<file path="src/rtl/mult32_seq_pkg.sv">
// ---------------------------------------------------------------------------
// mult32_seq_pkg
// Shared definitions for the sequential shift-add multiplier.
//   state_t   : FSM encoding (code 3 is unused and decodes as IDLE)
//   DATA_W    : operand width of the fixed 32-bit adder datapath
//   PROD_W    : product width
//   MUL_ITER  : number of shift-add steps per multiply
// ---------------------------------------------------------------------------
package mult32_seq_pkg;

  localparam int DATA_W   = 32;
  localparam int PROD_W   = 2 * DATA_W;
  localparam int MUL_ITER = 32;

  typedef enum logic [1:0] {
    ST_IDLE = 2'd0,
    ST_RUN  = 2'd1,
    ST_DONE = 2'd2
  } state_t;

endpackage

</file>
<file path="src/rtl/mult32_seq_if.sv">
// ---------------------------------------------------------------------------
// mult32_seq_if
// Issue/result bundle between the ALU (master) and the multiplier (slave).
//   start   : master -> slave, request, sampled only when the slave is not busy
//   a, b    : master -> slave, operands, captured on an accepted start
//   busy    : slave -> master, high while the multiply is running
//   done    : slave -> master, one-cycle pulse, product valid
//   product : slave -> master, held result {hi,lo}
//   hi_nz   : slave -> master, product[63:32] != 0
// Handshake: start is accepted on a rising edge when busy is low; start seen
// while busy is high is dropped. There is no back-pressure on the result:
// product/hi_nz are valid from the done cycle until the next accepted start.
// ---------------------------------------------------------------------------
interface mult32_seq_if;
  import mult32_seq_pkg::*;

  logic              start;
  logic [DATA_W-1:0] a;
  logic [DATA_W-1:0] b;
  logic              busy;
  logic              done;
  logic [PROD_W-1:0] product;
  logic              hi_nz;

  modport master (
    output start, a, b,
    input  busy, done, product, hi_nz
  );

  modport slave (
    input  start, a, b,
    output busy, done, product, hi_nz
  );

endinterface

</file>
<file path="src/rtl/adder32bit.sv">
// ---------------------------------------------------------------------------
// adder32bit
// 32-bit ripple-carry adder used for the multiplier step add.
//   a, b : addends
//   cin  : carry in
//   sum  : a + b + cin, low 32 bits
//   cout : carry out of bit 31
// ---------------------------------------------------------------------------
module adder32bit (
  input  logic [31:0] a,
  input  logic [31:0] b,
  input  logic        cin,
  output logic [31:0] sum,
  output logic        cout
);

  logic [32:0] carry;

  always_comb begin
    carry    = '0;
    sum      = '0;
    carry[0] = cin;
    for (int i = 0; i < 32; i++) begin
      sum[i]     = a[i] ^ b[i] ^ carry[i];
      carry[i+1] = (a[i] & b[i]) | (carry[i] & (a[i] ^ b[i]));
    end
    cout = carry[32];
  end

endmodule

</file>
<file path="src/rtl/mult32_seq.sv">
// ---------------------------------------------------------------------------
// mult32_seq
// Sequential unsigned 32x32 -> 64 shift-add multiplier, one bit per cycle.
//   clk       : rising-edge clock
//   rst_n     : asynchronous active-low reset
//   bus       : slave side of mult32_seq_if (start/a/b in, busy/done/
//               product/hi_nz out)
//   dbg_state : current FSM state
// The multiplier operand lives in lo and is consumed LSB first; each RUN
// edge adds mcand (or 0) to hi and shifts the 65-bit {cout,sum,lo} right.
// After 32 steps {hi,lo} is the exact product. All outputs are flops.
// ---------------------------------------------------------------------------
module mult32_seq
  import mult32_seq_pkg::*;
#(
  parameter int WIDTH = 32,
  parameter int CNT_W = 6
) (
  input  logic         clk,
  input  logic         rst_n,
  mult32_seq_if.slave  bus,
  output state_t       dbg_state
);

  localparam logic [CNT_W-1:0] LAST_CNT = CNT_W'(MUL_ITER - 1);

  state_t             state_q, state_d;
  logic [WIDTH-1:0]   mcand_q, mcand_d;
  logic [WIDTH-1:0]   hi_q,    hi_d;
  logic [WIDTH-1:0]   lo_q,    lo_d;
  logic [CNT_W-1:0]   cnt_q,   cnt_d;
  logic               busy_q,  busy_d;
  logic               done_q,  done_d;
  logic               hi_nz_q, hi_nz_d;

  logic [WIDTH-1:0]   add_b;
  logic [WIDTH-1:0]   add_sum;
  logic               add_cout;
  logic               accept;

  assign add_b = lo_q[0] ? mcand_q : '0;

  adder32bit u_adder (
    .a    (hi_q),
    .b    (add_b),
    .cin  (1'b0),
    .sum  (add_sum),
    .cout (add_cout)
  );

  // Start is honoured in IDLE, DONE and the unused code; never during RUN.
  assign accept = bus.start && (state_q != ST_RUN);

  always_comb begin
    state_d = state_q;
    mcand_d = mcand_q;
    hi_d    = hi_q;
    lo_d    = lo_q;
    cnt_d   = cnt_q;

    case (state_q)
      ST_RUN: begin
        hi_d  = {add_cout, add_sum[WIDTH-1:1]};
        lo_d  = {add_sum[0], lo_q[WIDTH-1:1]};
        cnt_d = cnt_q + CNT_W'(1);
        if (cnt_q == LAST_CNT) begin
          state_d = ST_DONE;
        end
      end
      default: begin
        // DONE lasts one cycle; the unused code falls back to IDLE.
        state_d = ST_IDLE;
      end
    endcase

    if (accept) begin
      state_d = ST_RUN;
      mcand_d = bus.a;
      lo_d    = bus.b;
      hi_d    = '0;
      cnt_d   = '0;
    end

    busy_d  = (state_d == ST_RUN);
    done_d  = (state_d == ST_DONE);
    hi_nz_d = |hi_d;
  end

  always_ff @(posedge clk or negedge rst_n) begin
    if (!rst_n) begin
      state_q <= ST_IDLE;
      mcand_q <= '0;
      hi_q    <= '0;
      lo_q    <= '0;
      cnt_q   <= '0;
      busy_q  <= 1'b0;
      done_q  <= 1'b0;
      hi_nz_q <= 1'b0;
    end else begin
      state_q <= state_d;
      mcand_q <= mcand_d;
      hi_q    <= hi_d;
      lo_q    <= lo_d;
      cnt_q   <= cnt_d;
      busy_q  <= busy_d;
      done_q  <= done_d;
      hi_nz_q <= hi_nz_d;
    end
  end

  assign bus.busy    = busy_q;
  assign bus.done    = done_q;
  assign bus.hi_nz   = hi_nz_q;
  assign bus.product = {hi_q, lo_q};
  assign dbg_state   = state_q;

endmodule

</file>
<file path="src/flat_wrapper.sv">
// flat-port wrapper written by rule: the top's interface ports become plain ports
module mult32_seq_flat import mult32_seq_pkg::*;
#(
  parameter int WIDTH = 32,
  parameter int CNT_W = 6
)
  (clk, rst_n, dbg_state, bus_start, bus_a, bus_b, bus_busy, bus_done, bus_product, bus_hi_nz);
  mult32_seq_if bus_i ();
  input  logic clk;
  input  logic rst_n;
  output state_t dbg_state;
  input wire logic [$bits(bus_i.start)-1:0] bus_start;
  input wire logic [$bits(bus_i.a)-1:0] bus_a;
  input wire logic [$bits(bus_i.b)-1:0] bus_b;
  output wire logic [$bits(bus_i.busy)-1:0] bus_busy;
  output wire logic [$bits(bus_i.done)-1:0] bus_done;
  output wire logic [$bits(bus_i.product)-1:0] bus_product;
  output wire logic [$bits(bus_i.hi_nz)-1:0] bus_hi_nz;
  assign bus_i.start = bus_start;
  assign bus_i.a = bus_a;
  assign bus_i.b = bus_b;
  assign bus_busy = bus_i.busy;
  assign bus_done = bus_i.done;
  assign bus_product = bus_i.product;
  assign bus_hi_nz = bus_i.hi_nz;
  mult32_seq #(.WIDTH(WIDTH), .CNT_W(CNT_W)) u_core (.clk(clk), .rst_n(rst_n), .bus(bus_i), .dbg_state(dbg_state));
endmodule
</file>
<file path="config.mk">
export PLATFORM = sky130hd
export DESIGN_NAME = mult32_seq_flat
export DESIGN_NICKNAME = d
export VERILOG_FILES = /design/src/rtl/mult32_seq_pkg.sv /design/src/rtl/mult32_seq_if.sv /design/src/rtl/adder32bit.sv /design/src/rtl/mult32_seq.sv /design/src/flat_wrapper.sv
export SDC_FILE = /design/constraint.sdc
export NUM_CORES = 1
export LEC_CHECK = 0
export ABC_CLOCK_PERIOD_IN_PS = 19380
export CORE_MARGIN = 5
export CORE_UTILIZATION = 49
export CTS_CLUSTER_DIAMETER = 40
export CTS_CLUSTER_SIZE = 14
export DETAILED_ROUTE_END_ITERATION = 6
export GPL_ROUTABILITY_DRIVEN = 0
export PLACE_DENSITY = 0.81
export SYNTH_ARGS = -nofsm -noshare
export SYNTH_HDL_FRONTEND = slang
export SYNTH_SLANG_ARGS = --single-unit
</file>
<file path="constraint.sdc">
create_clock -name clk -period 19.38 [get_ports clk]
set_input_delay 2.907 -clock clk [delete_from_list [all_inputs] [get_ports clk]]
set_output_delay 2.907 -clock clk [all_outputs]
set_load 0.05 [all_outputs]
</file>
==> results.txt <==
Placed cell count: 729
Fill cell count: 865
Final Net Count: 700
Synth top area cells: dfrtp_1 (50%), fa_1 (12%), mux2_2 (6.7%)
Num Clock Sinks: 107
Met3 wire len: 745 um
Layout cells sized above 1: 10.1%
Yosys warns: 0
CTS clk-pin slew, worst paths: 100 ps
Async S/R FF share, synth: 100%
Total of max-cap violations: 0
Drt initial violations: 281
Sequential fraction of the synthesis area: 50.1%
VDD IR max: 0.0913 mV
# DRC: 0
Final Max Slew Viols: 0
Num CTS Buffers: 9
Number of diodes: 0
CP Class: flip-flop to flip-flop
WL/cell: 17.3 um
Synth unique cells: 32
CTS Hold Bufs: 0
Post-Synth Simple-Gate Area: 13.3%
H-Tree Depth: 3
Most frequent cells in the layout: clkdlybuf4s50_1 (133), dfrtp_1 (107), nand2_1 (73)
Critical path required time: 19610 ps
Core footprint: 10700 um^2
Synth Cell Area: 5350 um^2
Initial cell density of the core: 49.8%
P_leak: 3.00 nW
Cell taking the most area after synthesis: dfrtp_1
Site Rows: 38
Total I/O pin count: 136
Detail Placement HPWL: 9450 um
Uppermost layer routed: met4
Slew @ Worst Pin: 857 ps
Adder-Cell Fraction of Synth Area: 12.1%
Post-synth EDFFs: 0
Die footprint: 13100 um^2
Largest net degree at the start of global routing: 103
Die height: 114 um
Peak Freq: 70.1 MHz
CTS tree: yes
Finished Layout Cells: 745
DRT antenna net count: 0
Synth Register Bits: 107
P per Cell Area: 187 nW/um^2
Post-cts resize count: 0
Drt first pass iters: 4
Setup violators final: 0
Unrepaired setup endpoints after global routing: false
Vias in the first global route: 4084
Area grow syn2layout: 30.6%
Met1 Wirelength: 5260 um
Worst setup SP type: flip-flop
Chip width: 114 um
Status: finished clean
Sum Neg Setup Slack: 0 ps
Post-layout util: 65.0%
Wire length on met2: 6490 um
Total GRT Usage: 20.2%
Clock Root Buffer: clkbuf_8
Post-Syn Instances: 476
Syn avg cell area: 11.2 um^2
Worst setup EP type: flip-flop
Worst Hold Class: flip-flop to flip-flop
Yosys top cell area share: 50.1%
CP max stage delay: 540 ps
Vias per cell: 5.34
Main combinational cell family by area after synthesis: simple AND/OR/NAND/NOR gates
Mux cell area share after synthesis: 12.7%
Final Routed Wirelength: 12900 um
Initial antenna violation count: 0
CP Max Fanout: 34
Final Cycle Share: 73.6%
Clk buf depth: 2
XOR/XNOR share of the synthesized area: 0%
Synth Area in Compound Gates: 7.09%
Commonest non-fill, non-tap cell in the layout: clkdlybuf4s50_1
Final Hold Fails: 0
Vias: 3980
GRT overflow: 0
First-pass GRT wire length: 20800 um
Arr. time, crit path: 14490 ps
Relative slew slack: 42.9%
Number of buffers added on ports: 135
Worst skew pair latency: 370 ps
Worst path slowest cell: or4b_4
Synth Flop Type: dfrtp_1
Final min period: 14260 ps
Skew final: 14.0 ps
CP dominant cell by count: fa_1
Synthesized net count: 576
Post-CTS Repair Setup Buffers: 0
Reg-to-reg slack, setup: 5120 ps
[cell families (layout without fill, tap and decap cells)]
logic type,count (synthesis),in the layout
AND/OR/NAND/NOR,140,140
AO/OA/AOI/OAI,74,74
multiplexers,64,64
adder cells (fa/ha/maj),33,33
buffers and inverters,58,187
flip-flops,107,107
[worst paths after layout]
check | startpoint | depth (start not counted) | to
setup / recovery | u_core.lo_q[0]$_DFFE_PN0P_ | 41 | u_core.bus.hi_nz$_DFF_PN0_
hold / removal | u_core.cnt_q[5]$_DFFE_PN0P_ | 1 | u_core.bus.done$_DFF_PN0_
setup reg to reg | u_core.lo_q[0]$_DFFE_PN0P_ | 41 | u_core.bus.hi_nz$_DFF_PN0_
hold reg to reg | u_core.cnt_q[5]$_DFFE_PN0P_ | 1 | u_core.bus.done$_DFF_PN0_
max in group asynchronous | rst_n | 2 | u_core.bus.hi_nz$_DFF_PN0_
min in group asynchronous | rst_n | 1 | u_core.lo_q[4]$_DFFE_PN0P_
[stage by stage]
stage / area [um^2] / hold WS [ps] / setup WS, ps / total power, W
2_1_floorplan: 5350 / 460 / 5520 / 0.000902
3_3_place_gp: 6780 / 480 / 5550 / 0.00114
3_5_place_dp: 6780 / 492 / 5270 / 0.00117
4_1_cts: 6980 / 506 / 5140 / 0.00131
5_1_grt: 6980 / 533 / 4680 / 0.00139
6_report: 6980 / 509 / 5120 / 0.00130
[layer usage]
layer | track usage (%) | vias up
li1 | - | 1861
met2 | 32.0 | 123
met5 | 0 | -
met1 | 27.1 | 1967
met4 | 8.00 | 0
met3 | 4.81 | 29
[flip-flops by register name, indices dropped and copies added (netlist names)]
signal	cells
u_core.bus.busy	1
u_core.bus.done	1
u_core.bus.hi_nz	1
u_core.cnt_q	6
u_core.dbg_state	2
u_core.hi_q	32
u_core.lo_q	32
u_core.mcand_q	32
[final cells by class]
cell class	instances	area, um^2	area share [%]
tap	140	175	2.51
timing repair buffer	141	1390	19.9
clock buffer	9	124	1.77
multi-input combinational	311	2420	34.7
sequential	107	2680	38.4
inverter	30	113	1.61
clock inverter	7	82.6	1.18
[synthesized netlist by cell type, types with 2 or more instances]
| library cell | instances |
|---|---|
| buf_4 | 3 |
| inv_1 | 30 |
| or3_1 | 27 |
| nand3_1 | 2 |
| fa_1 | 31 |
| clkbuf_1 | 12 |
| and2_1 | 4 |
| a31oi_1 | 2 |
| mux2i_1 | 32 |
| buf_2 | 12 |
| o21ai_0 | 69 |
| nand3b_1 | 5 |
| ha_1 | 2 |
| nor4_1 | 8 |
| mux2_2 | 32 |
| nand4_1 | 6 |
| dfrtp_1 | 107 |
| nand2_1 | 73 |
| nor2_1 | 6 |
[worst max-delay path, delay by kind of cell (launching register included)]
family / cells / cell delay [ps]
adders and majority gates: 32 / 12100
buffers and inverters: 3 / 440
AOI/OAI and AO/OA: 2 / 230
DFF: 1 / 340
and+or+nand+nor: 4 / 1030
[report_power, final]
group	leakage (nW)	total, W	switching, W	internal [W]
logic	1.59	0.000749	0.000479	0.000271
registers	1.30	0.000414	0.0000813	0.000333
clock network	0.105	0.000141	0.0000787	0.0000618
Note: power is estimated with default switching activity, not from simulation.
